--- src/rtl/arb_pkg.sv ---
// Shared types for the four-requester memory port arbiter.
package arb_pkg;

  localparam int NUM_REQ = 4;

  typedef logic [NUM_REQ-1:0] req_vec_t;
  typedef logic [1:0]         sel_t;

  typedef enum logic {
    IDLE = 1'b0,
    BUSY = 1'b1
  } arb_state_t;

  function automatic req_vec_t onehot(sel_t idx);
    return req_vec_t'(1) << idx;
  endfunction

endpackage

--- src/rtl/rr_pick4.sv ---
// Combinational round-robin picker: first set request scanning ptr, ptr+1, ... (mod 4).
module rr_pick4
  import arb_pkg::*;
(
  input  req_vec_t req,
  input  sel_t     ptr,
  output logic     any,
  output sel_t     idx
);

  // Scan from farthest to nearest so the nearest set bit is the one left standing.
  always_comb begin
    any = 1'b0;
    idx = ptr;
    for (int i = NUM_REQ - 1; i >= 0; i--) begin
      if (req[ptr + sel_t'(i)]) begin
        any = 1'b1;
        idx = ptr + sel_t'(i);
      end
    end
  end

endmodule

--- src/rtl/mem_port_arbiter.sv ---
// Round-robin owner of a single memory port shared by four requesters,
// with bounded bursts and same-cycle handoff on release.
module mem_port_arbiter
  import arb_pkg::*;
#(
  parameter  int MAX_BURST = 4,
  localparam int CNT_W     = $clog2(MAX_BURST) + 1
) (
  input  logic           clk,
  input  logic           rst_n,
  input  logic [3:0]     req_i,
  input  logic           mem_ready_i,
  output logic [3:0]     gnt_o,
  output logic [1:0]     sel_o,
  output logic           mem_valid_o,
  output logic [3:0]     beat_done_o,
  output logic           busy_o
);

  arb_state_t       state, state_n;
  sel_t             ptr, ptr_n;
  logic [CNT_W-1:0] beat_cnt, cnt_n, beat_n;
  req_vec_t         gnt_n;
  sel_t             sel_n;
  logic             valid_n;

  sel_t             pick_ptr;
  logic             pick_any;
  sel_t             pick_idx;

  // In BUSY the picker only matters at release, where priority starts after the owner.
  assign pick_ptr = (state == BUSY) ? sel_o + 2'd1 : ptr;

  rr_pick4 u_pick (
    .req (req_i),
    .ptr (pick_ptr),
    .any (pick_any),
    .idx (pick_idx)
  );

  always_ff @(posedge clk or negedge rst_n) begin
    if (!rst_n) begin
      state       <= IDLE;
      ptr         <= '0;
      beat_cnt    <= '0;
      gnt_o       <= '0;
      sel_o       <= '0;
      mem_valid_o <= 1'b0;
    end else begin
      state       <= state_n;
      ptr         <= ptr_n;
      beat_cnt    <= cnt_n;
      gnt_o       <= gnt_n;
      sel_o       <= sel_n;
      mem_valid_o <= valid_n;
    end
  end

  always_comb begin
    state_n = state;
    ptr_n   = ptr;
    cnt_n   = beat_cnt;
    gnt_n   = gnt_o;
    sel_n   = sel_o;
    valid_n = mem_valid_o;
    beat_n  = beat_cnt + CNT_W'(1);

    case (state)
      IDLE: begin
        if (pick_any) begin
          state_n = BUSY;
          gnt_n   = onehot(pick_idx);
          sel_n   = pick_idx;
          valid_n = 1'b1;
          cnt_n   = '0;
        end
      end
      BUSY: begin
        // The owner's request is only consulted when its beat completes.
        if (mem_ready_i) begin
          if (req_i[sel_o] && (beat_n < CNT_W'(MAX_BURST))) begin
            cnt_n = beat_n;
          end else begin
            ptr_n = pick_ptr;
            cnt_n = '0;
            if (pick_any) begin
              gnt_n = onehot(pick_idx);
              sel_n = pick_idx;
            end else begin
              state_n = IDLE;
              gnt_n   = '0;
              valid_n = 1'b0;
            end
          end
        end
      end
      default: state_n = IDLE;
    endcase
  end

  assign beat_done_o = gnt_o & {4{mem_ready_i & mem_valid_o}};
  assign busy_o      = (state == BUSY);

endmodule

--- config.mk ---
export PLATFORM = sky130hd
export DESIGN_NAME = mem_port_arbiter
export DESIGN_NICKNAME = d
export VERILOG_FILES = /design/src/rtl/arb_pkg.sv /design/src/rtl/rr_pick4.sv /design/src/rtl/mem_port_arbiter.sv
export SDC_FILE = /design/constraint.sdc
export NUM_CORES = 1
export LEC_CHECK = 0
export BUFFER_PORTS_ARGS = -buffer_cell sky130_fd_sc_hd__buf_2
export CAP_MARGIN = 20
export CORE_AREA = 2 2 49 51
export CTS_CLUSTER_SIZE = 30
export DETAILED_ROUTE_END_ITERATION = 8
export DIE_AREA = 0 0 51 53
export PLACE_DENSITY = 0.67
export SETUP_SLACK_MARGIN = 0.3
export SLEW_MARGIN = 30
export SYNTH_ARGS = -nofsm -noshare
export SYNTH_HDL_FRONTEND = slang
export SYNTH_SLANG_ARGS = --single-unit
--- constraint.sdc ---
create_clock -name clk -period 1.62 [get_ports clk]
set_input_delay 0.081 -clock clk [delete_from_list [all_inputs] [get_ports clk]]
set_output_delay 0.081 -clock clk [all_outputs]
set_load 0.03 [all_outputs]
==> impl_metrics.py, run 1 <==
metrics = {
    "worst_setup_path": {
        "r2r_setup_slack_ps": -240,
        "crit_path_start": "sel_o[0]$_DFFE_PN0P_",
        "arrival_ps": 2070,
        "cp.required_ps": 1830,
        "cp_max_fo": 5,
        "reg2reg_to": "gnt_o[2]$_DFFE_PN0P_",
        "worstSetupPathType": "register to register",
        "r2r-start": "sel_o[0]$_DFFE_PN0P_",
        "end_kind": "register",
        "crit_end": "gnt_o[2]$_DFFE_PN0P_",
        "r2r_cells": 6,
        "worstSetupStartpointType": "register",
    },
    "logic_synthesis": {
        "yosys.area_share.simple": 0.252,
        "netlist_instances": 99,
        "syn_avg_cell_area_um2": 9.26,
        "synth_compound_area_frac": 0.192,
        "synth_fa_ha_area_frac": 0.0136,
        "synth_top_family_by_area": "simple AND/OR/NAND/NOR gates",
        "syn-num-nets": 107,
        "yosysWarnings": 0,
        "syn_area_um2": 917,
        "ys_seq_area_frac": 0.355,
        "synth.area.mux_share": 0.0982,
        "yosysUniqueCellTypes": 39,
        "synth_xor_area_frac": 0.0273,
        "synth.ff_latch_count": 13,
    },
    "final_layout": {
        "layout_commonest_cell": "buf_2",
        "final_cell_mix": "buf_2 (17), nand2_1 (12), buf_6 (11)",
        "layout.cells.non_filler": 163,
        "stdcell_area_um2": 1390,
        "area_growth_pct": 51.6,
        "diodes": 0,
        "layout.nets": 144,
        "drive_gt1_frac": 0.556,
        "fin_util": 0.647,
    },
    "sta": {
        "rsz0062_at_grt": "yes",
        "hold_violations": 0,
        "maxSlewHeadroom": 0.780,
        "slew_violations": 0,
        "holdWs_ps": 181,
        "finClkSkew_ps": 2.53,
        "setup_ws_ps": -241,
        "clock.fmax_mhz": 537,
        "worst_pin_slew_ps": 328,
        "fin_crit_sh": 1.15,
        "fin_crit_ps": 1860,
        "finalSetupViolCount": 11,
    },
    "power_and_ir_drop": {
        "switching_power_mw": 1.16,
        "power.share.switching": 0.443,
        "seqPwrFrac": 0.244,
        "ir_drop_v": 0.00114,
        "p_leak_nw": 0.640,
        "combPwrFrac": 0.676,
        "p_clk_frac": 0.080,
        "p_per_area_nw_per_um2": 1880,
        "p_int_mw": 1.45,
    },
    "cts": {
        "htreeDepth": 1,
        "clk_pin_slew_ps": 80,
        "cts.path.max_buffers": 2,
        "cts_tree": "done",
        "numCtsBuffers": 3,
        "clock-root-buffer": "clkbuf_4",
        "clock-sinks": 13,
        "worstSkewPairLatency_ps": 280,
    },
    "placed_design": {
        "dpl.hpwl_mm": 1.67,
        "dpl.cell_count": 150,
        "gp_congestion": 0.815,
        "dp_slack_ps": -249,
        "post_dp_cell_area_um2": 1140,
        "io_buffers": 18,
    },
    "floorplanning": {
        "fp-row-count": 17,
        "start_util": 0.427,
        "die_height_um": 53,
        "ios": 19,
        "core_um2": 2150,
        "die_w_um": 51,
        "dieArea_um2": 2700,
    },
    "routing": {
        "drt_iter0_markers": 5,
        "first_pass_iters": 4,
        "postRouteAntennaNets": 0,
        "vias": 887,
        "wl_per_cell_um": 14.8,
        "drcViolationCount": 0,
        "routed_wl_mm": 2.41,
        "avgViaCountPerCell": 5.44,
    },
    "grt": {
        "grtUsageTotal": 0.208,
        "grt_max_degree": 14,
        "antenna_found_initial": 0,
        "grt_pass1_vias": 909,
        "grt_pass1_wl_mm": 4.13,
        "overflow": 0,
    },
    "job": {
        "cap_violations": 0,
    },
    "outcome": {
        "status": "finished with violations",
        "violations": "setup timing",
    },
    "hold_path": {
        "min_path_type": "input port to register",
    },
}
==> synth_stat cells <==
| cell | instances | area, um^2 |
|---|---|---|
| nand2_1 | 16 | 60.1 |
| dfrtp_1 | 13 | 325 |
| nor2_1 | 7 | 26.3 |
| inv_1 | 5 | 18.8 |
| and3_1 | 4 | 25.0 |
| nand3_1 | 4 | 20.0 |
| o221ai_1 | 4 | 35.0 |
| and2_1 | 3 | 18.8 |
| mux2_2 | 3 | 33.8 |
| nand2b_1 | 3 | 18.8 |
| o21ai_0 | 3 | 15.0 |
| a31oi_1 | 2 | 12.5 |
| buf_6 | 2 | 22.5 |
| clkbuf_1 | 2 | 7.51 |
| mux2i_1 | 2 | 20.0 |
| o31a_1 | 2 | 17.5 |
| o31ai_1 | 2 | 15.0 |
| a2111oi_4 | 1 | 27.5 |
| a211oi_1 | 1 | 7.51 |
| a21oi_1 | 1 | 5.00 |
| a21oi_2 | 1 | 8.76 |
| a32o_1 | 1 | 10.0 |
| a32oi_1 | 1 | 8.76 |
| buf_4 | 1 | 7.51 |
| ha_1 | 1 | 12.5 |
| mux2i_2 | 1 | 13.8 |
| mux4_2 | 1 | 22.5 |
| nand4_1 | 1 | 6.26 |
| nor2_2 | 1 | 6.26 |
| nor2b_1 | 1 | 6.26 |
| nor3_1 | 1 | 5.00 |
| nor3b_1 | 1 | 7.51 |
| nor4_2 | 1 | 12.5 |
| o21a_1 | 1 | 7.51 |
| o22ai_1 | 1 | 6.26 |
| or2b_1 | 1 | 7.51 |
| or3_4 | 1 | 11.3 |
| xnor2_1 | 1 | 8.76 |
| xor2_2 | 1 | 16.3 |
==> worst min path at each step <==
stage	from	endpoint	slack (ps)	cells past startpoint
after global placement	rst_n	beat_cnt[2]$_DFFE_PN0P_	-10	1
final	mem_ready_i	beat_cnt[0]$_DFFE_PN0P_	180	3
after detailed placement	rst_n	beat_cnt[2]$_DFFE_PN0P_	-8	1
after floorplan	rst_n	beat_cnt[0]$_DFFE_PN0P_	-210	0
after CTS	mem_ready_i	beat_cnt[0]$_DFFE_PN0P_	170	3
after global routing	mem_ready_i	beat_cnt[0]$_DFFE_PN0P_	200	3
==> power groups by stage <==
stage	Sequential, mW	Clock (mW)	Combinational (mW)
3_5_place_dp	0.630	0	1.31
4_1_cts	0.631	0.219	1.65
5_1_grt	0.660	0.231	1.90
6_report	0.637	0.208	1.76
3_3_place_gp	0.617	0	1.29
2_1_floorplan	0.744	0	0.832
==> layout make-up <==
type / count / area [um^2]
Fill cell: 181 / 758
Multi-Input combinational cell: 76 / 694
Sequential cell: 13 / 329
Timing Repair Buffer: 37 / 287
Tap cell: 28 / 35.0
Clock buffer: 4 / 26.3
Inverter: 5 / 18.8
==> critical path: stages (launching register included) <==
cell	delay [ps]
dfrtp_2	460
xor2_2	240
mux2i_4	130
o21a_1	130
or3_4	400
o31a_1	290
o221ai_2	130
==> stage by stage <==
step                      TNS (ps)  power, mW
after floorplan              -1620       1.58
after global placement        -986       1.91
after detailed placement     -1140       1.94
after CTS                    -1460       2.50
after global routing         -2410       2.79
final                        -1690       2.61
==> registers in the layout, indices dropped and copies added (netlist names) <==
name,count
beat_cnt,3
mem_valid_o,1
ptr,2
gnt_o,4
busy_o,1
sel_o,2
==> cells by family (layout without fill, tap and decap cells) <==
group | count (synthesis) | count (layout)
compound gates | 21 | 21
flops | 13 | 13
simple gates | 45 | 45
fa+ha+maj | 1 | 1
xor+xnor | 2 | 2
buf+inv | 10 | 46
mux | 7 | 7
==> timing repair <==
action	4_1_cts	5_1_grt
resized for setup	23	13
setup endpoints to repair	11	13
pin swaps	11	6
hold buffers	1	0
cloned	0	0
setup buffers	6	2
hold endpoints to repair	13	0
==> routing by layer <==
metal  global-route usage  routed length [um]  part of all wire
met1                0.250                1000              0.41
met2                0.366                1290              0.54
met3               0.0424                  77             0.032
met4               0.0721                  42             0.017
met5                    0                   0                 0
Power figures use the tool's default switching activity.
==> run 2, diff against run 1 <==
--- a/config.mk
+++ b/config.mk
@@ -8,6 +8,7 @@
 export BUFFER_PORTS_ARGS = -buffer_cell sky130_fd_sc_hd__buf_2
 export CAP_MARGIN = 20
 export CORE_AREA = 2 2 49 51
+export CTS_BUF_LIST = sky130_fd_sc_hd__clkbuf_4 sky130_fd_sc_hd__clkbuf_8 sky130_fd_sc_hd__clkbuf_16
 export CTS_CLUSTER_SIZE = 30
 export DETAILED_ROUTE_END_ITERATION = 8
 export DIE_AREA = 0 0 51 53
==> run 2 against run 1 <==
Against the previous run:
- the flow still finishes with violations (setup timing)
- critical path depth unchanged
- final area grew 0.63%
- hold slack improved by 7.5 ps
- power rose by 1.2%
==> impl_metrics.py, run 2 (synthesis results as in run 1) <==
metrics = {
    "outcome": {
        "status": "finished with violations",
        "violations": "setup timing",
    },
    "cts": {
        "htreeDepth": 1,
        "worstSkewPairLatency_ps": 270,
        "clock-root-buffer": "clkbuf_4",
        "clk_pin_slew_ps": 80,
        "cts_tree": "done",
        "numCtsBuffers": 3,
        "cts.path.max_buffers": 2,
        "clock-sinks": 13,
    },
    "final_layout": {
        "fin_util": 0.651,
        "final_cell_mix": "buf_2 (17), nand2_1 (12), buf_6 (11)",
        "largest_register_ffs": 4,
        "layout_commonest_cell": "buf_2",
        "drive_gt1_frac": 0.570,
        "diodes": 0,
        "reg_top3": "gnt_o: 4 flops, beat_cnt: 3 flops",
        "layout.nets": 144,
        "area_growth_pct": 52.5,
        "top_register": "gnt_o",
    },
    "sta": {
        "clock.fmax_mhz": 537,
        "hold_violations": 0,
        "fin_crit_sh": 1.15,
        "fin_tns_setup_ps": -1690,
        "rsz0062_at_grt": "yes",
        "slew_violations": 0,
        "maxSlewHeadroom": 0.776,
        "finalSetupViolCount": 11,
        "finClkSkew_ps": 1.84,
        "worst_pin_slew_ps": 333,
        "fin_crit_ps": 1860,
        "setup_ws_ps": -242,
    },
    "worst_setup_path": {
        "r2r_cells": 6,
        "r2r-start": "sel_o[0]$_DFFE_PN0P_",
        "reg2reg_to": "gnt_o[2]$_DFFE_PN0P_",
        "r2r_setup_slack_ps": -240,
        "worstPathCellList": "xor2_2 -> mux2i_4 -> o21a_1 -> or3_4 -> o31a_1 -> o221ai_2",
        "crit_path_top_delay_cell": "dfrtp_2",
        "cp_top_family": "compound AO/OA/AOI/OAI gates",
        "arrival_ps": 2060,
        "crit_path_max_incr_delay_ps": 460,
        "path_buf_inv": 0,
        "cp.required_ps": 1820,
        "cp_max_fo": 5,
        "worstSetupPathType": "register to register",
        "end_kind": "register",
        "worstSetupStartpointType": "register",
    },
    "routing": {
        "first_pass_iters": 4,
        "avgViaCountPerCell": 5.45,
        "routed_wl_mm": 2.46,
        "postRouteAntennaNets": 0,
        "drt_iter0_markers": 5,
        "wl_per_cell_um": 15.1,
        "vias": 889,
        "drcViolationCount": 0,
    },
    "grt": {
        "grt_pass1_vias": 914,
        "grt_max_degree": 14,
        "antenna_found_initial": 0,
        "grt_pass1_wl_mm": 4.15,
        "grtUsageTotal": 0.208,
        "overflow": 0,
    },
    "power_and_ir_drop": {
        "p_leak_nw": 0.645,
        "p_per_area_nw_per_um2": 1890,
        "ir_drop_v": 0.00113,
    },
    "hold_path": {
        "min_path_type": "input port to register",
        "hold_depth": 3,
        "min_to": "beat_cnt[0]$_DFFE_PN0P_",
        "hold_start": "mem_ready_i",
    },
    "floorplanning": {
        "ios": 19,
        "die_w_um": 51,
        "fp-row-count": 17,
        "start_util": 0.427,
        "core_um2": 2150,
        "dieArea_um2": 2700,
        "die_height_um": 53,
    },
    "placed_design": {
        "gp_congestion": 0.815,
        "dpl.hpwl_mm": 1.67,
        "io_buffers": 18,
    },
    "job": {
        "cap_violations": 0,
    },
}
==> run 2: cell counts in the layout (fill, tap and decap cells not counted) <==
Identical to the previous run, type by type.
==> run 2: area by class of cell <==
type,count,area [um^2]
multi-input combinational,76,699
tap,28,35.0
timing repair buffer,37,287
fill,180,749
clock buffer,4,30.0
inverter,5,18.8
sequential,13,329
==> run 2: layer usage <==
layer / global-route usage / share of wire / routed length (um) / up-vias
met1: 0.257 / 0.41 / 1010 / 434
met4: 0.0721 / 0.013 / 31 / 0
met3: 0.0424 / 0.032 / 78 / 4
li1: - / - / - / 435
met5: 0 / 0 / 0 / -
met2: 0.359 / 0.54 / 1330 / 16
==> run 2: stage by stage <==
stage | instances | hold WS, ps | total power [mW] | cell area, um^2 | worst slack (ps)
after floorplan | 99 | -215 | 1.58 | 975 | -246
after global placement | 150 | -14.1 | 1.91 | 1140 | -254
after detailed placement | 150 | -7.97 | 1.94 | 1140 | -249
after CTS | 161 | 182 | 2.52 | 1330 | -239
after global routing | 163 | 205 | 2.82 | 1400 | -312
final | 163 | 188 | 2.64 | 1400 | -242
==> run 2: worst reg2reg max path: cells and delay by family (launching register included) <==
kind                      cells  cell delay [ps]
xor gates and xnor gates      1              240
DFF                           1              460
AOI/OAI and AO/OA             3              560
and+or+nand+nor               1              400
muxes                         1              130
==> run 2: worst max-delay path by stage <==
stage	to	slack [ps]	from	depth (start not counted)
after floorplan	ptr[1]$_DFFE_PN0P_	-250	sel_o[0]$_DFFE_PN0P_	6
after global placement	gnt_o[2]$_DFFE_PN0P_	-250	sel_o[0]$_DFFE_PN0P_	7
after detailed placement	gnt_o[2]$_DFFE_PN0P_	-250	sel_o[0]$_DFFE_PN0P_	7
after CTS	gnt_o[2]$_DFFE_PN0P_	-240	sel_o[1]$_DFFE_PN0P_	6
after global routing	gnt_o[2]$_DFFE_PN0P_	-310	sel_o[0]$_DFFE_PN0P_	6
final	gnt_o[2]$_DFFE_PN0P_	-240	sel_o[0]$_DFFE_PN0P_	6
==> run 2: report_power, final <==
group | internal, mW | leakage, nW | switching (mW)
logic | 0.898 | 0.468 | 0.879
registers | 0.463 | 0.159 | 0.177
clock network | 0.112 | 0.0184 | 0.109
total | 1.47 | 0.645 | 1.17
==> run 2: repair_timing <==
| item | in CTS | in global routing |
|---|---|---|
| resized for setup | 24 | 13 |
| hold buffers | 1 | 0 |
| endpoints found under the setup margin | 11 | 13 |
| endpoints found under the hold margin | 13 | 0 |
| setup buffers | 6 | 2 |
| pin swaps | 12 | 6 |
